`src/rtl/fp_add_seq.sv`:
```
// fp_add_seq: multi-cycle FP32 adder/subtractor built around one 24-bit
// carry-lookahead mantissa adder. Operands are unpacked on accept, the
// smaller mantissa is aligned ALIGN_STEP bits per cycle, added in one cycle,
// then normalised one bit per cycle and packed. Rounding is truncation and
// denormal inputs are treated as zero.
//
// Ports:
//   clk, rst_n           clock, asynchronous active-low reset
//   in_valid / in_ready  operand handshake (in_ready high only in IDLE)
//   a, b, sub            IEEE-754 single operands; sub=1 computes a-b
//   out_valid/out_ready  result handshake (out_valid high only in DONE)
//   result, flags        packed result and {invalid, overflow, underflow}

// CLA24bit: 24-bit adder built from six 4-bit lookahead blocks.
// Ports: A, B operands; Ci carry in; S sum; Co carry out.
module CLA24bit (
  input  logic [23:0] A,
  input  logic [23:0] B,
  input  logic        Ci,
  output logic [23:0] S,
  output logic        Co
);
  always_comb begin
    logic [23:0] g;
    logic [23:0] p;
    logic        c_blk;
    logic        c_bit;
    logic        bg;
    logic        bp;
    g     = A & B;
    p     = A ^ B;
    S     = '0;
    c_blk = Ci;
    for (int unsigned j = 0; j < 6; j++) begin
      bg    = 1'b0;
      bp    = 1'b1;
      c_bit = c_blk;
      for (int unsigned i = 0; i < 4; i++) begin
        S[4*j+i] = p[4*j+i] ^ c_bit;
        c_bit    = g[4*j+i] | (p[4*j+i] & c_bit);
        bg       = g[4*j+i] | (p[4*j+i] & bg);
        bp       = bp & p[4*j+i];
      end
      // Block carry comes from the group generate/propagate terms.
      c_blk = bg | (bp & c_blk);
    end
    Co = c_blk;
  end
endmodule

module fp_add_seq #(
  parameter int unsigned ALIGN_STEP = 1
) (
  input  logic        clk,
  input  logic        rst_n,
  input  logic        in_valid,
  output logic        in_ready,
  input  logic [31:0] a,
  input  logic [31:0] b,
  input  logic        sub,
  output logic        out_valid,
  input  logic        out_ready,
  output logic [31:0] result,
  output logic [2:0]  flags
);
  typedef enum logic [2:0] {S_IDLE, S_ALIGN, S_ADD, S_NORM, S_DONE} state_t;

  localparam logic [4:0] STEP5 = 5'(ALIGN_STEP);

  state_t      r_state, w_state_nxt;
  logic        r_sx, w_sx_nxt;
  logic [7:0]  r_ex, w_ex_nxt;
  logic [23:0] r_mx, w_mx_nxt;
  logic [23:0] r_my, w_my_nxt;
  logic [4:0]  r_d, w_d_nxt;
  logic        r_esub, w_esub_nxt;
  logic [24:0] r_sum, w_sum_nxt;
  logic [31:0] r_result, w_result_nxt;
  logic [2:0]  r_flags, w_flags_nxt;

  // Operand unpacking at accept
  logic        w_sa, w_sb, w_sx, w_sy, w_a_ge;
  logic [7:0]  w_ea, w_eb, w_ex, w_ey, w_d;
  logic [23:0] w_mx, w_my;
  logic        w_a_nan, w_b_nan, w_a_inf, w_b_inf, w_a_zero, w_b_zero;
  logic [4:0]  w_sh;

  logic [23:0] w_cla_b, w_cla_s;
  logic        w_cla_co;

  assign w_sa     = a[31];
  assign w_sb     = b[31] ^ sub;
  assign w_ea     = a[30:23];
  assign w_eb     = b[30:23];
  assign w_a_nan  = (w_ea == 8'hFF) && (a[22:0] != '0);
  assign w_b_nan  = (w_eb == 8'hFF) && (b[22:0] != '0);
  assign w_a_inf  = (w_ea == 8'hFF) && (a[22:0] == '0);
  assign w_b_inf  = (w_eb == 8'hFF) && (b[22:0] == '0);
  assign w_a_zero = (w_ea == '0);
  assign w_b_zero = (w_eb == '0);
  assign w_a_ge   = (a[30:0] >= b[30:0]);
  assign w_sx     = w_a_ge ? w_sa : w_sb;
  assign w_sy     = w_a_ge ? w_sb : w_sa;
  assign w_ex     = w_a_ge ? w_ea : w_eb;
  assign w_ey     = w_a_ge ? w_eb : w_ea;
  assign w_mx     = {1'b1, (w_a_ge ? a[22:0] : b[22:0])};
  assign w_my     = {1'b1, (w_a_ge ? b[22:0] : a[22:0])};
  assign w_d      = w_ex - w_ey;
  assign w_sh     = (r_d < STEP5) ? r_d : STEP5;

  // Subtraction as mx + ~my + 1; mx >= my so the carry out is meaningless.
  assign w_cla_b = r_esub ? ~r_my : r_my;

  CLA24bit u_cla (
    .A  (r_mx),
    .B  (w_cla_b),
    .Ci (r_esub),
    .S  (w_cla_s),
    .Co (w_cla_co)
  );

  assign in_ready  = (r_state == S_IDLE);
  assign out_valid = (r_state == S_DONE);
  assign result    = r_result;
  assign flags     = r_flags;

  always_ff @(posedge clk or negedge rst_n) begin
    if (!rst_n) begin
      r_state  <= S_IDLE;
      r_sx     <= 1'b0;
      r_ex     <= '0;
      r_mx     <= '0;
      r_my     <= '0;
      r_d      <= '0;
      r_esub   <= 1'b0;
      r_sum    <= '0;
      r_result <= '0;
      r_flags  <= '0;
    end else begin
      r_state  <= w_state_nxt;
      r_sx     <= w_sx_nxt;
      r_ex     <= w_ex_nxt;
      r_mx     <= w_mx_nxt;
      r_my     <= w_my_nxt;
      r_d      <= w_d_nxt;
      r_esub   <= w_esub_nxt;
      r_sum    <= w_sum_nxt;
      r_result <= w_result_nxt;
      r_flags  <= w_flags_nxt;
    end
  end

  always_comb begin
    w_state_nxt  = r_state;
    w_sx_nxt     = r_sx;
    w_ex_nxt     = r_ex;
    w_mx_nxt     = r_mx;
    w_my_nxt     = r_my;
    w_d_nxt      = r_d;
    w_esub_nxt   = r_esub;
    w_sum_nxt    = r_sum;
    w_result_nxt = r_result;
    w_flags_nxt  = r_flags;
    unique case (r_state)
      S_IDLE: begin
        if (in_valid) begin
          w_flags_nxt = '0;
          w_state_nxt = S_DONE;
          if (w_a_nan || w_b_nan || (w_a_inf && w_b_inf && (w_sa != w_sb))) begin
            w_result_nxt = 32'h7FC0_0000;
            w_flags_nxt  = 3'b100;
          end else if (w_a_inf) begin
            w_result_nxt = {w_sa, 8'hFF, 23'h0};
          end else if (w_b_inf) begin
            w_result_nxt = {w_sb, 8'hFF, 23'h0};
          end else if (w_a_zero && w_b_zero) begin
            w_result_nxt = {w_sa & w_sb, 31'h0};
          end else if (w_a_zero) begin
            w_result_nxt = {w_sb, b[30:0]};
          end else if (w_b_zero) begin
            w_result_nxt = {w_sa, a[30:0]};
          end else begin
            w_sx_nxt   = w_sx;
            w_ex_nxt   = w_ex;
            w_mx_nxt   = w_mx;
            w_esub_nxt = (w_sx != w_sy);
            w_my_nxt   = w_my;
            w_d_nxt    = '0;
            if (w_d == '0) begin
              w_state_nxt = S_ADD;
            end else if (w_d > 8'd24) begin
              w_my_nxt    = '0;
              w_state_nxt = S_ADD;
            end else begin
              w_d_nxt     = w_d[4:0];
              w_state_nxt = S_ALIGN;
            end
          end
        end
      end
      S_ALIGN: begin
        w_my_nxt = r_my >> w_sh;
        w_d_nxt  = r_d - w_sh;
        if (w_d_nxt == '0) w_state_nxt = S_ADD;
      end
      S_ADD: begin
        w_sum_nxt = {w_cla_co & ~r_esub, w_cla_s};
        if (r_esub && (w_cla_s == '0)) begin
          w_result_nxt = '0;
          w_state_nxt  = S_DONE;
        end else begin
          w_state_nxt = S_NORM;
        end
      end
      S_NORM: begin
        if (r_sum[24]) begin
          w_state_nxt = S_DONE;
          if (r_ex == 8'd254) begin
            w_result_nxt = {r_sx, 8'hFF, 23'h0};
            w_flags_nxt  = 3'b010;
          end else begin
            w_result_nxt = {r_sx, r_ex + 8'd1, r_sum[23:1]};
          end
        end else if (r_sum[23]) begin
          w_result_nxt = {r_sx, r_ex, r_sum[22:0]};
          w_state_nxt  = S_DONE;
        end else if (r_ex == 8'd1) begin
          w_result_nxt = {r_sx, 31'h0};
          w_flags_nxt  = 3'b001;
          w_state_nxt  = S_DONE;
        end else begin
          w_sum_nxt = {r_sum[23:0], 1'b0};
          w_ex_nxt  = r_ex - 8'd1;
          // Look one bit ahead so the final shift also packs the result,
          // saving the extra NORM cycle after the hidden bit lands.
          if (r_sum[22]) begin
            w_result_nxt = {r_sx, r_ex - 8'd1, r_sum[21:0], 1'b0};
            w_state_nxt  = S_DONE;
          end
        end
      end
      S_DONE: begin
        if (out_ready) w_state_nxt = S_IDLE;
      end
      default: w_state_nxt = S_IDLE;
    endcase
  end
endmodule

```
`config.mk`:
```
export PLATFORM = sky130hd
export DESIGN_NAME = fp_add_seq
export DESIGN_NICKNAME = d
export VERILOG_FILES = /design/src/rtl/fp_add_seq.sv
export SDC_FILE = /design/constraint.sdc
export NUM_CORES = 1
export LEC_CHECK = 0
export ABC_AREA = 1
export BUFFER_PORTS_ARGS = -buffer_cell sky130_fd_sc_hd__clkbuf_2
export CORE_ASPECT_RATIO = 1.2
export CORE_MARGIN = 2
export CORE_UTILIZATION = 30
export CTS_BUF_LIST = sky130_fd_sc_hd__clkbuf_2 sky130_fd_sc_hd__clkbuf_4 sky130_fd_sc_hd__clkbuf_8
export DETAILED_ROUTE_END_ITERATION = 7
export SKIP_CTS_REPAIR_TIMING = 1
export SYNTH_ARGS = -nofsm -noshare
export SYNTH_HDL_FRONTEND = slang
export SYNTH_SLANG_ARGS = --single-unit
```
`constraint.sdc`:
```
create_clock -name clk -period 7.8 [get_ports clk]
set_input_delay 2.34 -clock clk [delete_from_list [all_inputs] [get_ports clk]]
set_output_delay 2.34 -clock clk [all_outputs]
set_load 0.01 [all_outputs]
```
Yosys cells after proc, flatten, opt, wreduce, memory -nomap -nowiden
Index checks and enable logic that the tools add are counted.
Operators by class
  multiply operators: 0
  eq/ne operators: 28
  bitwise logic cells: 139
  reduce and logical (&&, ||, !) cells: 32
  order comparisons: 3
  muxes and demuxes: 81
  div/mod/pow operators: 0
  $add $sub $neg: 4
  shift-type cells: 1
Operator list (number)
  two-way mux 32 bit: 12
  two-way mux 24 bit: 12
  two-way mux 8 bit: 12
  one-hot mux 32 bit (3 select lines): 1
  bitwise AND 1 bit: 62
  two-way mux 3 bit: 20
  two-way mux 5 bit: 10
  one-hot mux 25 bit (2 select lines): 1
  one-hot mux 24 bit (2 select lines): 1
  zero test 23 bit: 2
  two-way mux 23 bit: 2
  nonzero test 23 bit: 2
  bitwise OR 1 bit: 42
  greater-or-equal comparator 31 bit: 1
  two-way mux 31 bit: 1
  two-way mux 25 bit: 1
  bitwise XOR 1 bit: 25
  bitwise AND 24 bit: 1
  == test 8 bit (second input constant): 3
  zero test 24 bit: 1
  zero test 8 bit: 3
  inequality test 2 bit (second input constant): 12
  NOT 24 bit: 1
  right shift 24 x 5 -> 24 bit: 1
  34 further kinds: 59
Storage, ports and cells
  latch bits: 0
  flip-flop bits (word level): 126
  logic and storage cells: 300
  memories: 0
  bits of input ports: 69
  output and inout port bits: 37
  memory bits (read-only): 0
  bits in writable memories: 0

Logic depth before layout (Yosys ltp)
Gate-level depths: netlist (run 1).
  depth after elaboration: 29
  mapped depth: 32

By module
Synthesis (run 1) repeated with hierarchy kept, for this count alone.
Second synthesis, totals
  cells, all modules: 1543
  area, all modules: 10630.2 um2
Modules (own cells, without submodules)
  fp_add_seq: sequential area each 3153.0 um2, times used 1, area an instance 9603.0 um2, cells an instance 1435
  CLA24bit: sequential area each 0.0 um2, times used 1, area an instance 1027.2 um2, cells an instance 108

Worst setup path after synthesis (run 1)
No wires, ideal clock.
  kind: flip-flop to flip-flop
  start: register r_esub
  end: register r_result[30], in the netlist result[30]
  data arrival time: 5317 ps
  data required time: 7734 ps
  buffers on the path: 3
  path slack: 2417 ps
  library setup time: 66 ps
  cell stages (with the launch flop): 33
  cells stage by stage: dfrtp_1 > buf_1 > clkbuf_1 > xnor2_1 > inv_1 > ha_1 > nand2_1 > nor2_1 > nand3_1 > nand3_1 > a221o_1 > nand2_1 > nand3_1 > nand2_1 > nand2_1 > nand2_1 > nand2_1 > inv_1 > fa_1 > fa_1 > fa_1 > xor2_1 > nand4_1 > nor3_1 > nand3_1 > nand2_1 > o21ai_0 > nor3_1 > nand2_1 > inv_2 > clkbuf_1 > o311ai_1 > nand2_1
Between the ends
  cells in the longest elaborated chain, start to end: 28
  elaborated cells on any way between the ends: 122
  classes of those cells: eq/ne: 1; mux: 1; bitwise: 117; reduce/logical: 3
RTL lines
  start: declaration: RTL line 76  | logic r_esub, w_esub_nxt;
  start signal: assignment: RTL line 146  | r_esub <= w_esub_nxt;
  two-way mux 24 bit: RTL line 112  | assign w_cla_b = r_esub ? ~r_my : r_my;
  bitwise XOR 24 bit / bitwise AND 24 bit (equally long branches): RTL line 31, 30
  bitwise AND 1 bit: RTL line 41  | bg = g[4*j+i] | (p[4*j+i] & bg);
  bitwise OR 1 bit: RTL line 41
  bitwise AND 1 bit: RTL line 41
  bitwise OR 1 bit: RTL line 41
  bitwise AND 1 bit: RTL line 41
  bitwise OR 1 bit: RTL line 41
  [12 not listed]
  bitwise OR 1 bit: RTL line 40  | c_bit = g[4*j+i] | (p[4*j+i] & c_bit);
  bitwise AND 1 bit: RTL line 40
  bitwise OR 1 bit: RTL line 40
  bitwise XOR 1 bit: RTL line 39  | S[4*j+i] = p[4*j+i] ^ c_bit;
  zero test 24 bit: RTL line 208  | if (r_esub && (w_cla_s == '0)) begin
  logical AND 1 bit (*): RTL line 208
  inequality test 2 bit (no line) (*)
  AND reduction 5 bit (no line) (*)
  end signal: assignment: RTL line 148  | r_result <= w_result_nxt;
  end: declaration: RTL line 78  | logic [31:0] r_result, w_result_nxt;
Mark *: on every way between the ends. The rest lies on a longest branch, timed or not.
A chain may end at the register's enable or synchronous reset.

Final worst setup path (run 1)
  start: register r_esub
  end: register r_result[1], in the netlist result[1]
Same word-level chain as after synthesis.

==> results of run 1 <==
[registers in the layout, summed over array words and instances (netlist names)]
signal   flops
r_my        24
r_sum       25
result      32
r_d          5
r_mx        24
r_sx         1
r_ex         8
r_esub       1
flags        3
r_state      3
[power breakdown]
group	total [W]	internal (W)	switching, W
combinational	0.00290	0.00107	0.00183
clock	0.000624	0.000308	0.000317
sequential	0.00122	0.000956	0.000267
total	0.00475	0.00233	0.00242
[cell type report]
cell class                 instances  area, um^2
clock buffer                      19       261.5
tap                              462       578.1
inverter                         227       852.1
fill                            3821       22940
timing repair buffer             120       644.4
antenna                            1       2.502
sequential                       126        3153
multi-input combinational       1088        6325
clock inverter                    13       152.6
[per-stage QoR]
stage / hold slack (ps) / utilization, % / instance area [um^2] / std cells
floorplan: 446.5 / - / 10590 / 1506
global placement: 466.1 / 33.09 / 11550 / 2023
detailed placement: 463.9 / 33.09 / 11550 / 2023
CTS: 487.4 / 34.28 / 11970 / 2055
global route: 496.6 / 34.29 / 11970 / 2056
finish: 477.1 / 34.29 / 11970 / 2056
[cells in the final DEF (no fill, tap or decap), drive strengths merged, types with 2 or more instances in the layout]
cell,count
o21bai,3
nand3,75
o211ai,46
and2,2
clkbuf,123
fa,17
buf,16
xnor2,23
clkinvlp,2
nor3,13
inv,230
nor4,12
o22ai,6
a31oi,28
bufinv,2
clkinv,6
nor2,135
mux2i,5
nor3b,2
a221oi,22
a21oi,106
a22oi,4
dfrtp,126
a32oi,2
o2111ai,3
or2,2
o21ai,145
nand2,317
ha,62
xor2,17
nand4,31
[layer usage]
metal  track usage, %  vias to the layer above  routed length (um)
li1                 -                     5194                   -
met1            26.85                     4991               16280
met2            32.49                      344               17150
met3            3.351                       60                2357
met4            7.153                        0                1130
met5                0                        -                   0
[cell families (layout without fill, tap and decap cells)]
kind of cell               Yosys count  after routing  synth area share, %
AOI/OAI and AO/OA                  373            373                20.59
xor gates and xnor gates            40             40                3.308
adders and majority gates           79             79                10.54
buffers and inverters              292            379                10.63
DFF                                126            126                29.77
muxes                                5              5               0.4726
other                                0              1                    0
and+or+nand+nor                    591            591                24.69
[worst reg2reg max path, delay by kind of cell, from the launching register on]
| kind | cells | cell delay [ps] |
|---|---|---|
| xor+xnor | 2 | 470 |
| compound gates | 3 | 510 |
| buf+inv | 3 | 840 |
| simple gates | 17 | 2210 |
| flops | 1 | 970 |
| fa+ha+maj | 4 | 1550 |
[path summary, 6_finish.rpt]
path	end	cells after the start	from	slack, ps
min	flags[1]	2	flags[1]	480
min in group asynchronous	r_my[10]	1	rst_n	1880
min reg2reg	flags[1]	2	flags[1]	480
max	result[1]	29	r_esub	1170
max reg2reg	result[1]	29	r_esub	1170
max in group asynchronous	r_ex[0]	2	rst_n	4740
==> out/summary.md, run 1 <==
### Status
* completed — run status

### Floorplanning
* 75 — floorplan row count
* 36830 um^2 — floorplan die area
* 34910 um^2 — area of the placeable core
* 30.34% — starting utilization of the core area
* 175.5 um — Die Span X
* 209.8 um — chip height
* 106 — io pins

### Synthesis
* 10590 um^2 — combined area of all synthesized cells
* sky130_fd_sc_hd__dfrtp_1 — leading register cell type out of synthesis
* 29.77% — proportion of netlist area held by the largest area contributor
* 126 — number of synthesized register bits
* 100.0% — fraction of synthesis flops using an asynchronous set or reset pin
* sky130_fd_sc_hd__nand2_1 (304), sky130_fd_sc_hd__inv_1 (219), sky130_fd_sc_hd__o21ai_0 (141) — top cells by count, synth
* sky130_fd_sc_hd__nand2_1 — most common cell in the synthesized netlist
* 1654 — post-synthesis net count
* 0 — number of flops mapped to enable cells by yosys
* 29.77% — post-synthesis sequential area ratio
* 0 — Synth warnings
* 52 — number of distinct library cells after synthesis
* sky130_fd_sc_hd__dfrtp_1 — post-synth top area cell
* sky130_fd_sc_hd__dfrtp_1 (30%), sky130_fd_sc_hd__nand2_1 (11%), sky130_fd_sc_hd__inv_1 (7.8%) — biggest area contributors in the synthesized netlist
* 1506 — synthesized netlist cell count
* 7.033 um^2 — synthesized area per cell

### Detailed routing
* 0 — final antenna-violating net count
* 890 — starting DRC count in detailed routing
* 0 — DRC violations left
* 6 — DRT Pass-1 Iters
* 36920 um — aggregate routed wire length
* 10589 — detailed-route via count
* 17.96 um — Avg WL per Cell
* 5.150 — vias per inst

### Clocking
* built — CTS tree
* sky130_fd_sc_hd__clkbuf_8 — CTS root buf
* 4 — # H-tree levels
* 480 ps — clock insertion delay at the later pin of the skew report
* 126 — clock sinks
* 90 ps — Reg clk slew, reported paths
* 2 — maximum count of clock buffers along a single path
* 17 — cts bufs inserted

### STA
* 84.99% — Final Cycle Share
* 1066 ps — worst slew pin tran
* 0.1509 GHz — peak clock frequency supported by timing
* 0 ps — total negative slack
* 12.59 ps — final setup skew
* no — setup repair after global routing missed its margin
* 0 — final setup fails
* 6629 ps — final critical delay including setup and external delays
* 1171 ps — post-route worst setup slack
* 0 — final max-slew violation count
* 28.74% — normalized max-slew margin
* 0 — Final Hold Fails

### Layout
* 1728 — Final #Nets
* 13.01% — Layout area overhead
* 12.49% — layout cells sized above 1

### Place
* 1198 ps — Worst Setup Slack post-DPL
* 28570 um — dpl hpwl
* 0.9614 — global placer's final weighted congestion
* 105 — number of buffers inserted by port buffering

### Critical path
* 7030 ps — Data arrival, critical path
* 44 — largest fanout on the critical path
* 8200 ps — required time of the worst setup path
* 970 ps — delay of the slowest critical-path stage
* 3 — Worst Path Buf+Inv
* sky130_fd_sc_hd__nand2_1 — cell with the most instances on the worst path
* reg2reg — critical path start-end classification
* flop — crit path launch type
* simple AND/OR/NAND/NOR gates — cell family with most CP delay
* flop — Worst Setup End Kind
* sky130_fd_sc_hd__dfrtp_1 — slowest stage cell on the critical path

### Global routing
* 20.02% — overall track demand over capacity in global routing
* 81 — largest net degree at the start of global routing
* 10207 — number of global-route vias before repair
* 0 — remaining global-route overflow
* 2 — antenna violations before repair
* 57410 um — global-route wire length before repair

### Job
* 0 — Max-Cap Viols

### Worst hold path
* reg2reg — type of the most critical hold path

### Power and ir drop
* 0.004747 W — Final Power
* 396.6 nW/um^2 — power density of the placed cells
* 5.806 nW — Lkg Pwr
* 0.1612 mV — Worst VDD drop

Note: power is estimated with default switching activity, not from simulation.
==> inputs of run 2 (changes only) <==
==> constraint.sdc (replaced) <==
create_clock -name clk -period 5.75 [get_ports clk]
set_input_delay 1.725 -clock clk [delete_from_list [all_inputs] [get_ports clk]]
set_output_delay 1.725 -clock clk [all_outputs]
set_load 0.01 [all_outputs]
==> out/summary.md, run 2 (synthesis results as in run 1) <==
### Status
* completed — run status

### Power and ir drop
* 536.5 nW/um^2 — power density of the placed cells, +35%
* 5.877 nW — Lkg Pwr, +1.2%
* 0.2244 mV — Worst VDD drop, +39%

### Critical path
* reg2reg — critical path start-end classification
* r_esub — crit path from
* flop — Worst Setup End Kind
* 500 ps — reg-to-reg setup timing slack, -670 ps
* 29 — FF-to-FF path depth, unchanged
* 6150 ps — required time of the worst setup path, -2050 ps
* 5650 ps — Data arrival, critical path, -1380 ps
* sky130_fd_sc_hd__nand2_1 — cell with the most instances on the worst path
* result[1] — capture point of the critical path
* 44 — largest fanout on the critical path, unchanged
* r_esub — worst reg2reg path startpoint
* 530 ps — delay of the slowest critical-path stage, -440 ps
* result[1] — FF-to-FF End
* flop — crit path launch type
* sky130_fd_sc_hd__dfrtp_2 — slowest stage cell on the critical path

### Floorplanning
* 106 — io pins, unchanged
* 75 — floorplan row count, unchanged
* 175.5 um — Die Span X, unchanged
* 209.8 um — chip height, unchanged
* 36830 um^2 — floorplan die area, unchanged
* 30.34% — starting utilization of the core area, unchanged
* 34910 um^2 — area of the placeable core, unchanged

### Global routing
* 0 — remaining global-route overflow, unchanged
* 10129 — number of global-route vias before repair, -0.76%
* 3 — antenna violations before repair, +1
* 55 — largest net degree at the start of global routing, -32%
* 19.82% — overall track demand over capacity in global routing, -0.20 points
* 56570 um — global-route wire length before repair, -1.5%

### STA
* 480.9 ps — post-route worst hold slack, +3.816 ps
* 0.1905 GHz — peak clock frequency supported by timing, +26%
* 994.5 ps — worst slew pin tran, -71.73 ps
* 33.54% — normalized max-slew margin, +4.8 points
* 0 — final max-slew violation count, unchanged
* no — setup repair after global routing missed its margin
* 5249 ps — final critical delay including setup and external delays, -1380 ps
* 0 ps — total negative slack, unchanged
* 91.28% — Final Cycle Share, +6.3 points
* 0 — final setup fails, unchanged
* 0 — Final Hold Fails, unchanged
* 14.08 ps — final setup skew, +1.485 ps

### Layout
* 6325 um^2 — multi-input gate area in the final layout, unchanged
* 13.15% — layout cells sized above 1, +0.66 points
* 14.25% — Layout area overhead
* 32 — flip-flop count of the largest register, all copies and words added, unchanged
* 3154 um^2 — register area, about the same
* sky130_fd_sc_hd__nand2_1 — leading cell type in the layout, fill and taps excluded
* 2067 — count of placed standard cells in the final layout, fillers left out, +0.54%
* sky130_fd_sc_hd__nand2_1 (304), sky130_fd_sc_hd__inv_1 (219), sky130_fd_sc_hd__o21ai_0 (141) — top library cells by usage in the layout, fill and taps aside
* 3795 — total of fill cells in the finished design, -0.68%
* 1739 — Final #Nets, +0.64%

### Detailed routing
* 5 — DRT Pass-1 Iters, -1
* 17.43 um — Avg WL per Cell, -3.0%
* 0 — final antenna-violating net count, unchanged
* 851 — starting DRC count in detailed routing, -4.4%
* 5.109 — vias per inst, -0.80%
* 36020 um — aggregate routed wire length, -2.4%
* 0 — DRC violations left, unchanged
* 10561 — detailed-route via count, -0.26%

### Clocking
* built — CTS tree
* 490 ps — clock insertion delay at the later pin of the skew report, about the same
* 17 — cts bufs inserted, unchanged
* 4 — # H-tree levels, unchanged
* 80 ps — Reg clk slew, reported paths, about the same
* 2 — maximum count of clock buffers along a single path, unchanged
* sky130_fd_sc_hd__clkbuf_8 — CTS root buf
* 126 — clock sinks, unchanged

### Place
* 0.9182 — global placer's final weighted congestion, -4.5%
* 105 — number of buffers inserted by port buffering, unchanged
* 28540 um — dpl hpwl, -0.10%
* 2034 — number of placed instances, taps included, +0.54%

### Job
* 0 — Max-Cap Viols, unchanged

### Worst hold path
* reg2reg — type of the most critical hold path

==> run 2: worst min-delay path by stage <==
stage          startpoint          to  slack, ps  cells past startpoint
6_report       result[22]  result[22]        480                      2
5_1_grt        result[22]  result[22]        510                      2
4_1_cts        result[22]  result[22]        490                      2
3_5_place_dp   result[22]  result[22]        470                      2
3_3_place_gp     r_mx[23]    r_mx[23]        470                      1
2_1_floorplan    r_mx[23]    r_mx[23]        450                      1
==> run 2: critical path, delay by kind of cell, from the launching register on <==
| family | cells | cell delay (ps) |
|---|---|---|
| AO/OA/AOI/OAI | 5 | 590 |
| XOR/XNOR | 2 | 530 |
| adder cells (fa/ha/maj) | 4 | 1570 |
| buffers and inverters | 3 | 450 |
| flip-flops | 1 | 530 |
| AND/OR/NAND/NOR | 15 | 1470 |
==> run 2: per-layer routing <==
layer	routed length [um]	GRT usage (%)	vias to the layer above
li1	-	-	5232
met2	17100	32.39	292
met5	27	0	-
met4	886	7.068	4
met3	1777	3.098	48
met1	16230	26.53	4985
==> run 2: layout make-up <==
type / count / share of cell area [%]
inverter: 227 / 7.062
sequential: 126 / 26.07
multi-input combinational: 1088 / 52.27
timing repair buffer: 131 / 6.111
clock inverter: 12 / 1.520
tap: 462 / 4.777
antenna: 1 / 0.02068
clock buffer: 20 / 2.171
==> run 2: power breakdown <==
group	switching, W	leakage (nW)	internal, W	total (W)
clock	0.000407	0.221	0.000497	0.000903
combinational	0.00246	4.10	0.00147	0.00393
sequential	0.000361	1.56	0.00130	0.00166
total	0.00323	5.88	0.00326	0.00649
==> run 2: through the flow <==
stage          total power (W)  worst slack (ps)  utilization (%)  area (um^2)
6_report              0.006492             501.3            34.66        12100
2_1_floorplan         0.004358             367.2                -        10590
3_3_place_gp          0.005507             374.0            33.37        11650
5_1_grt               0.007103             38.71            34.66        12100
4_1_cts               0.006506             230.2            34.65        12090
3_5_place_dp          0.005578             249.5            33.37        11650
